$ cat src/rtl/aes_arbiter_if.sv
// Client/core bundle of the two-requester AES scheduler; slave = arbiter, master = clients plus core.
// No storage: wiring and direction only.
// Backpressure: clients hold requests until ack; the core owns completion timing.
interface aes_arbiter_if;
  logic         i_fReq0;
  logic         i_fReq1;
  logic         i_fEnc0;
  logic         i_fEnc1;
  logic [127:0] i_Text0;
  logic [127:0] i_Text1;
  logic [127:0] i_Key0;
  logic [127:0] i_Key1;
  logic         o_fAck0;
  logic         o_fAck1;
  logic         o_fValid0;
  logic         o_fValid1;
  logic         o_fErr;
  logic [127:0] o_Data;
  logic         o_fStart;
  logic         o_fEncrypt;
  logic [127:0] o_Text;
  logic [127:0] o_Key;
  logic [127:0] i_CoreData;
  logic         i_fCoreDone;
  logic         o_CoreRst_n;

  modport slave (
    input  i_fReq0, i_fReq1, i_fEnc0, i_fEnc1, i_Text0, i_Text1, i_Key0, i_Key1,
    input  i_CoreData, i_fCoreDone,
    output o_fAck0, o_fAck1, o_fValid0, o_fValid1, o_fErr, o_Data,
    output o_fStart, o_fEncrypt, o_Text, o_Key, o_CoreRst_n
  );

  modport master (
    output i_fReq0, i_fReq1, i_fEnc0, i_fEnc1, i_Text0, i_Text1, i_Key0, i_Key1,
    output i_CoreData, i_fCoreDone,
    input  o_fAck0, o_fAck1, o_fValid0, o_fValid1, o_fErr, o_Data,
    input  o_fStart, o_fEncrypt, o_Text, o_Key, o_CoreRst_n
  );
endinterface

$ cat src/rtl/aes_arbiter.sv
// Round-robin scheduler of two clients onto one iterative AES core; optional BUSY watchdog via AES_ARB_TIMEOUT_EN.
// Latency: ack 1 cycle after request, valid 1 cycle after core done; jobs cost core latency + 3 cycles.
// Backpressure: requests are only sampled in IDLE, so clients hold them until ack.
module aes_arbiter #(
  parameter int TIMEOUT = 64
) (
  input  logic          i_Clk,
  input  logic          i_Rst,
  aes_arbiter_if.slave  bus
);

  typedef enum logic [1:0] {ST_IDLE, ST_ISSUE, ST_BUSY, ST_RESP} state_t;

  state_t       r_state;
  state_t       w_state_nxt;
  logic         r_last;
  logic         r_gnt;
  logic         r_enc;
  logic [127:0] r_text;
  logic [127:0] r_key;
  logic [127:0] r_data;
  logic         w_any_req;
  logic         w_gnt;
  logic         w_done;
  logic         w_tmo;

  assign w_any_req = bus.i_fReq0 | bus.i_fReq1;
  // On a tie the client that did not win last time goes; a lone requester always wins.
  assign w_gnt     = (bus.i_fReq0 & bus.i_fReq1) ? ~r_last : bus.i_fReq1;
  assign w_done    = (r_state == ST_BUSY) & bus.i_fCoreDone;

`ifdef AES_ARB_TIMEOUT_EN
  localparam int CNT_W = $clog2(TIMEOUT + 1);

  logic [CNT_W-1:0] r_cnt;
  logic             r_err;

  // Done on the same edge as expiry takes priority, so expiry requires no done.
  assign w_tmo = (r_state == ST_BUSY) & ~bus.i_fCoreDone & (r_cnt == CNT_W'(TIMEOUT - 1));

  always_ff @(posedge i_Clk) begin
    if (i_Rst) begin
      r_cnt <= '0;
    end else if (r_state == ST_BUSY && w_state_nxt == ST_BUSY) begin
      r_cnt <= r_cnt + 1'b1;
    end else begin
      r_cnt <= '0;
    end
  end

  always_ff @(posedge i_Clk) begin
    if (i_Rst) begin
      r_err <= 1'b0;
    end else if (w_done) begin
      r_err <= 1'b0;
    end else if (w_tmo) begin
      r_err <= 1'b1;
    end
  end

  assign bus.o_fErr      = r_err;
  assign bus.o_CoreRst_n = ~((r_state == ST_RESP) & r_err);
`else
  logic w_unused_timeout;

  assign w_unused_timeout = (TIMEOUT > 0);
  assign w_tmo            = 1'b0;
  assign bus.o_fErr       = 1'b0;
  assign bus.o_CoreRst_n  = 1'b1;
`endif

  always_ff @(posedge i_Clk) begin
    if (i_Rst) begin
      r_state <= ST_IDLE;
    end else begin
      r_state <= w_state_nxt;
    end
  end

  always_comb begin
    w_state_nxt = r_state;
    case (r_state)
      ST_IDLE:  if (w_any_req) w_state_nxt = ST_ISSUE;
      ST_ISSUE: w_state_nxt = ST_BUSY;
      ST_BUSY:  if (w_done || w_tmo) w_state_nxt = ST_RESP;
      ST_RESP:  w_state_nxt = ST_IDLE;
      default:  w_state_nxt = ST_IDLE;
    endcase
  end

  // Core-side operands change only on a grant, which keeps them frozen through BUSY.
  always_ff @(posedge i_Clk) begin
    if (i_Rst) begin
      r_last <= 1'b1;
      r_gnt  <= 1'b0;
      r_enc  <= 1'b0;
      r_text <= '0;
      r_key  <= '0;
      r_data <= '0;
    end else begin
      if (r_state == ST_IDLE && w_any_req) begin
        r_last <= w_gnt;
        r_gnt  <= w_gnt;
        r_enc  <= w_gnt ? bus.i_fEnc1  : bus.i_fEnc0;
        r_text <= w_gnt ? bus.i_Text1  : bus.i_Text0;
        r_key  <= w_gnt ? bus.i_Key1   : bus.i_Key0;
      end
      if (w_done) begin
        r_data <= bus.i_CoreData;
      end else if (w_tmo) begin
        r_data <= '0;
      end
    end
  end

  assign bus.o_fStart   = (r_state == ST_ISSUE);
  assign bus.o_fAck0    = (r_state == ST_ISSUE) & ~r_gnt;
  assign bus.o_fAck1    = (r_state == ST_ISSUE) &  r_gnt;
  assign bus.o_fValid0  = (r_state == ST_RESP)  & ~r_gnt;
  assign bus.o_fValid1  = (r_state == ST_RESP)  &  r_gnt;
  assign bus.o_fEncrypt = r_enc;
  assign bus.o_Text     = r_text;
  assign bus.o_Key      = r_key;
  assign bus.o_Data     = r_data;

endmodule
$ cat src/flat_wrapper.sv
// flat-port wrapper written by rule: the top's interface ports become plain ports
module aes_arbiter_flat 
#(
  parameter int TIMEOUT = 64
)
  (i_Clk, i_Rst, bus_i_fReq0, bus_i_fReq1, bus_i_fEnc0, bus_i_fEnc1, bus_i_Text0, bus_i_Text1, bus_i_Key0, bus_i_Key1, bus_i_CoreData, bus_i_fCoreDone, bus_o_fAck0, bus_o_fAck1, bus_o_fValid0, bus_o_fValid1, bus_o_fErr, bus_o_Data, bus_o_fStart, bus_o_fEncrypt, bus_o_Text, bus_o_Key, bus_o_CoreRst_n);
  aes_arbiter_if bus_i ();
  input  logic i_Clk;
  input  logic i_Rst;
  input wire logic [$bits(bus_i.i_fReq0)-1:0] bus_i_fReq0;
  input wire logic [$bits(bus_i.i_fReq1)-1:0] bus_i_fReq1;
  input wire logic [$bits(bus_i.i_fEnc0)-1:0] bus_i_fEnc0;
  input wire logic [$bits(bus_i.i_fEnc1)-1:0] bus_i_fEnc1;
  input wire logic [$bits(bus_i.i_Text0)-1:0] bus_i_Text0;
  input wire logic [$bits(bus_i.i_Text1)-1:0] bus_i_Text1;
  input wire logic [$bits(bus_i.i_Key0)-1:0] bus_i_Key0;
  input wire logic [$bits(bus_i.i_Key1)-1:0] bus_i_Key1;
  input wire logic [$bits(bus_i.i_CoreData)-1:0] bus_i_CoreData;
  input wire logic [$bits(bus_i.i_fCoreDone)-1:0] bus_i_fCoreDone;
  output wire logic [$bits(bus_i.o_fAck0)-1:0] bus_o_fAck0;
  output wire logic [$bits(bus_i.o_fAck1)-1:0] bus_o_fAck1;
  output wire logic [$bits(bus_i.o_fValid0)-1:0] bus_o_fValid0;
  output wire logic [$bits(bus_i.o_fValid1)-1:0] bus_o_fValid1;
  output wire logic [$bits(bus_i.o_fErr)-1:0] bus_o_fErr;
  output wire logic [$bits(bus_i.o_Data)-1:0] bus_o_Data;
  output wire logic [$bits(bus_i.o_fStart)-1:0] bus_o_fStart;
  output wire logic [$bits(bus_i.o_fEncrypt)-1:0] bus_o_fEncrypt;
  output wire logic [$bits(bus_i.o_Text)-1:0] bus_o_Text;
  output wire logic [$bits(bus_i.o_Key)-1:0] bus_o_Key;
  output wire logic [$bits(bus_i.o_CoreRst_n)-1:0] bus_o_CoreRst_n;
  assign bus_i.i_fReq0 = bus_i_fReq0;
  assign bus_i.i_fReq1 = bus_i_fReq1;
  assign bus_i.i_fEnc0 = bus_i_fEnc0;
  assign bus_i.i_fEnc1 = bus_i_fEnc1;
  assign bus_i.i_Text0 = bus_i_Text0;
  assign bus_i.i_Text1 = bus_i_Text1;
  assign bus_i.i_Key0 = bus_i_Key0;
  assign bus_i.i_Key1 = bus_i_Key1;
  assign bus_i.i_CoreData = bus_i_CoreData;
  assign bus_i.i_fCoreDone = bus_i_fCoreDone;
  assign bus_o_fAck0 = bus_i.o_fAck0;
  assign bus_o_fAck1 = bus_i.o_fAck1;
  assign bus_o_fValid0 = bus_i.o_fValid0;
  assign bus_o_fValid1 = bus_i.o_fValid1;
  assign bus_o_fErr = bus_i.o_fErr;
  assign bus_o_Data = bus_i.o_Data;
  assign bus_o_fStart = bus_i.o_fStart;
  assign bus_o_fEncrypt = bus_i.o_fEncrypt;
  assign bus_o_Text = bus_i.o_Text;
  assign bus_o_Key = bus_i.o_Key;
  assign bus_o_CoreRst_n = bus_i.o_CoreRst_n;
  aes_arbiter #(.TIMEOUT(TIMEOUT)) u_core (.i_Clk(i_Clk), .i_Rst(i_Rst), .bus(bus_i));
endmodule
$ cat config.mk
export PLATFORM = sky130hd
export DESIGN_NAME = aes_arbiter_flat
export DESIGN_NICKNAME = d
export VERILOG_FILES = /design/src/rtl/aes_arbiter_if.sv /design/src/rtl/aes_arbiter.sv /design/src/flat_wrapper.sv
export SDC_FILE = /design/constraint.sdc
export NUM_CORES = 1
export LEC_CHECK = 0
export CORE_AREA = 3 3 404 406
export DETAILED_ROUTE_END_ITERATION = 8
export DIE_AREA = 0 0 407 409
export HOLD_SLACK_MARGIN = 0.06
export SYNTH_ARGS = -nofsm -noshare
export SYNTH_HDL_FRONTEND = slang
export SYNTH_SLANG_ARGS = --single-unit
$ cat constraint.sdc
create_clock -name i_Clk -period 2 [get_ports i_Clk]
set_input_delay 0.4 -clock i_Clk [delete_from_list [all_inputs] [get_ports i_Clk]]
set_output_delay 0.4 -clock i_Clk [all_outputs]
set_load 0.005 [all_outputs]
* Yosys cells after proc, flatten, opt, wreduce, memory -nomap -nowiden
Cells that the tools add are included.
** Word-level totals
- Bits in registers :: 389
- Word-level logic and storage cells :: 31
- Input port bits :: 647
- Output and inout port bits :: 392
** Operators by class
- Reductions and logical operators :: 3
- Equal/unequal tests :: 5
- Mux-type cells :: 7
- Bitwise gates (word level) :: 9
** Operators with widths (count)
- 128-bit two-way mux :: 2
- 2-bit case mux with 4 select lines :: 1
- 1-bit bitwise AND :: 6
- 2-bit == test, second input constant :: 2
- 2-bit two-way mux :: 2
- 2-bit by 1-bit != test with 1-bit output, second input constant :: 2
- 2-bit by 1-bit == test with 1-bit output, second input constant :: 1
- 2-bit logical NOT :: 1
- 1-bit two-way mux :: 2
- 1-bit NOT :: 2
- 2-bit AND reduction :: 1
- 1-bit logical AND :: 1
- 1-bit bitwise OR :: 1

* Longest topological paths before layout
- Depth in word-level cells :: 4
- Depth in mapped cells :: 8
- Depth with buffers taken out :: 5

* Least setup slack after synthesis
No wires, ideal clock.
- Path kind :: reg2reg
- Start :: register u_core.r_state[0]
- End :: register u_core.r_key[100] (netlist: u_core.bus.o_Key[100])
- Period minus slack after synthesis :: 1555 ps
- Buffers on the path :: 3
- Path slack :: 445 ps
- Arrival :: 1470 ps
- Library setup time :: 86 ps
- Stages on the path, launching flop included :: 9
- Data required time :: 1914 ps
- Cell sequence :: dfxtp_1 -> inv_1 -> ha_1 -> o21a_1 -> buf_2 -> buf_2 -> buf_2 -> nor2_1 -> a211oi_1
** On the way
- Longest elaborated chain between the ends :: 2
** Ends and longest elaborated chain
- from (decl) :: line aes_arbiter.sv:14 : state_t r_state;
- from (signal assigned) :: line aes_arbiter.sv:76 : r_state <= w_state_nxt;
- 2-bit logical NOT :: line aes_arbiter.sv:101 : if (r_state == ST_IDLE && w_any_req) begin
- 1-bit logical AND :: line aes_arbiter.sv:101
- to (signal assigned) :: line aes_arbiter.sv:106 : r_key <= w_gnt ? bus.i_Key1 : bus.i_Key0;
- to (decl) :: line aes_arbiter.sv:20 : logic [127:0] r_key;
No other way between the ends.
A chain may end at the register's enable or synchronous reset.

* Worst setup path in the final report
- Start :: register u_core.r_text[29] (netlist: u_core.bus.o_Text[29])
- End :: output bus_o_Text[29]
** RTL lines
- from (decl) :: line aes_arbiter.sv:19 : logic [127:0] r_text;
- from (signal assigned) :: line aes_arbiter.sv:105 : r_text <= w_gnt ? bus.i_Text1 : bus.i_Text0;
- to (decl) :: line flat_wrapper.sv:28 : output wire logic [$bits(bus_i.o_Text)-1:0] bus_o_Text;
No word-level cell between the ends.

==> flow_metrics.py <==
metrics = {
    "synthesis": {
        "synth.area.mux_share_pct": 0.06392,
        "synth.net_count": 2674,
        "synth_area_um2": 15660,
        "synth.distinct_cells": 26,
        "synth_seq_area_share_pct": 49.73,
        "largest_family_of_logic_cells_by_synthesized_area": "compound AO/OA/AOI/OAI gates",
        "gate_count_of_the_mapped_netlist": 2022,
        "post_synthesis_async_set_or_reset_flop_share_pct": 0,
        "post_synthesis_compound_gate_area_fraction_pct": 25.16,
        "synth-edff-count": 0,
        "synth_adder_area_share_pct": 0.3995,
        "dominantRegCellSynth": "sky130_fd_sc_hd__dfxtp_1",
        "synth_xor_area_share_pct": 0,
        "ys_warn_count": 0,
        "synth.ff_latch_count": 389,
        "post_synthesis_share_of_cell_area_spent_on_and_or_nand_and_nor_gates_pct": 18.91,
        "syn-mean-instance-area_um2": 7.744,
    },
    "floorplan": {
        "fp.coreArea_um2": 160200,
        "initial_utilization_pct": 9.775,
        "std_cell_rows": 147,
        "dieArea_um2": 166500,
        "dieWidth_um": 407,
        "number_of_top_level_pins": 1039,
        "dieHeight_um": 409,
    },
    "min_path": {
        "min-delay-path-class": "input pin to register",
    },
    "final_layout": {
        "num-nets-final": 3705,
        "most-common-layout-cells": "sky130_fd_sc_hd__clkdlybuf4s50_1, sky130_fd_sc_hd__nand2_1, sky130_fd_sc_hd__a21oi_1",
        "final_common_cell": "sky130_fd_sc_hd__clkdlybuf4s50_1",
        "stdcell_area_um2": 30820,
        "syn_to_final_growth_pct": 96.80,
        "drive_above_1_share_pct": 8.947,
        "num-fill-cells": 17880,
    },
    "sta": {
        "worstMarginPinSlew_ps": 575.0,
        "period_share_pct": 97.49,
        "final.min_clock_period_ps": 1950,
        "timing_hold_violations_final": 0,
        "timing.fmax_mhz": 512.9,
        "rsz0062_at_grt": "true",
        "setup_viol_count_final": 0,
        "final.setup_skew_ps": 56.06,
        "relSlewSlack_pct": 61.67,
        "timing_max_transition_violations_final": 0,
        "totalNegativeSetupSlack_ps": 0,
    },
    "clocking": {
        "worst_setup_hold_path_clk_slew_ps": 70,
        "clock_sinks": 389,
        "clock_insertion_delay_worst_skew_ps": 660,
        "numCtsBuffers": 51,
        "htree_num_levels": 2,
        "clock-root-buffer": "sky130_fd_sc_hd__clkbuf_16",
        "cts_max_path_buffers": 3,
        "tritoncts_clock_tree": "done",
    },
    "global_routing": {
        "groute.usage.overall_pct": 16.34,
        "number_of_global_route_vias_before_repair": 19370,
        "grt_pass1_wl_mm": 184.1,
        "globalRoute.busiestLayer": "met2",
        "met1_usage_grt_pct": 20.49,
        "grt_util_met2_pct": 27.65,
        "met3_usage_pct": 3.934,
        "maximum_number_of_pins_on_one_net_before_global_route_repair": 59,
        "gr-total-overflow": 0,
        "grt_antenna_before_repair": 39,
    },
    "routing": {
        "drt_drc_violations_left": 0,
        "route.detailed.wl_per_inst_um": 27.11,
        "drtAntennaViolNets": 0,
        "detail_route.iter0.violations": 1710,
        "vias": 19580,
        "viasPerCell": 3.717,
        "detailedRoute.firstPassIterationCount": 5,
        "postRouteWirelength_mm": 142.9,
    },
    "placement": {
        "placedInstanceArea_um2": 29180,
        "dp.final_hpwl_mm": 121.4,
        "place_congestion": 0.9659,
        "buffer_ports.inserted": 1036,
    },
    "setup_path": {
        "critical_path.max_stage_delay_ps": 550,
        "required_ps": 1600,
        "crit_path_cell_trace": "clkdlybuf4s50_1",
        "crit_path_max_fanout": 2,
        "critical_path.startpoint_type": "register",
        "critical_path_arrival_ps": 1550,
        "crit_path_top_delay_cell": "sky130_fd_sc_hd__clkdlybuf4s50_1",
        "criticalPathCategory": "register to output pin",
        "crit_buf_inv": 1,
        "critPathCaptureType": "output pin",
        "critical-path-top-delay-family": "buffers and inverters",
    },
    "job": {
        "cap_viol_max_count": 0,
    },
    "status": {
        "status": "finished clean",
    },
    "pwr": {
        "peakVddDrop_uv": 684.0,
        "totalPowerFinal_uw": 38880,
        "power_density_nw_per_um2": 1262,
        "cellLeakagePower_uw": 0.01221,
    },
}
==> metrics by stage <==
step	setup slack (ps)	util [%]	std cells	hold WS (ps)
2_1_floorplan	445.0	-	2022	452.7
3_3_place_gp	-330.2	18.22	5157	442.3
3_5_place_dp	-320.4	18.22	5157	448.1
4_1_cts	-67.25	19.19	5256	144.6
5_1_grt	-3.368	19.22	5258	186.8
6_report	50.27	19.24	5269	168.2
==> power breakdown <==
| group | internal [µW] | total (µW) | switching (µW) |
|---|---|---|---|
| clock | 5670 | 9880 | 4210 |
| sequential | 9960 | 11500 | 1520 |
| combinational | 7560 | 17500 | 9960 |
==> flip-flops by register name (all words and copies together) (netlist names) <==
name                   cells
u_core.bus.o_Text        128
u_core.r_state             2
u_core.r_gnt               1
u_core.bus.o_Data        128
u_core.bus.o_fEncrypt      1
u_core.bus.o_Key         128
u_core.r_last              1
==> layout make-up <==
class	instances	area (µm²)	share of cell area [%]
tap	2160	2703	8.770
inverter	3	13.76	0.04466
clock inverter	33	394.1	1.279
multi-input combinational	1442	7062	22.92
timing repair buffer	1166	11410	37.02
antenna	13	32.53	0.1056
clock buffer	63	1391	4.515
sequential	389	7811	25.35
==> logic make-up after synthesis <==
logic type,Yosys count
compound gates,652
fa+ha+maj,5
buf+inv,191
flops,389
mux,1
other cells,2
simple gates,782
==> cells in the mapped netlist, drive strengths merged (2+ instances only) <==
cell	number	area (µm²)
a211oi	257	1929
a21oi	387	1937
ha	5	62.56
nand2b	2	12.51
conb	2	7.510
dfxtp	389	7787
buf	110	585.6
clkbuf	78	294.0
o21a	2	15.01
nor2	259	972.2
nor2b	2	12.51
and2	3	18.77
nand2	514	1929
inv	3	11.26
a21boi	2	26.28
==> layer usage <==
metal,up-vias,routed length [µm]
met3,168,10610
li1,8953,-
met4,18,4040
met2,920,68500
met1,9524,59570
met5,-,148
==> final timing paths <==
path,startpoint,cells after the start,slack [ps],to
hold reg to reg,u_core.bus.o_Data[106]$_SDFFE_PP0P_,2,450,u_core.bus.o_Data[106]$_SDFFE_PP0P_
setup reg to reg,u_core.r_state[0]$_SDFFE_PP0P_,8,120,u_core.bus.o_Key[59]$_SDFFE_PP0P_
hold / removal,i_Rst,2,170,u_core.bus.o_Key[25]$_SDFFE_PP0P_
setup / recovery,u_core.bus.o_Text[29]$_SDFFE_PP0P_,1,50,bus_o_Text[29]
==> repair_timing <==
action	CTS	global route
gates resized for setup	269	17
endpoints found under the setup margin	237	143
hold buffers	0	0
pin swaps	0	2
setup buffers	3	1
No activity file was read; power rests on OpenSTA's default activity.
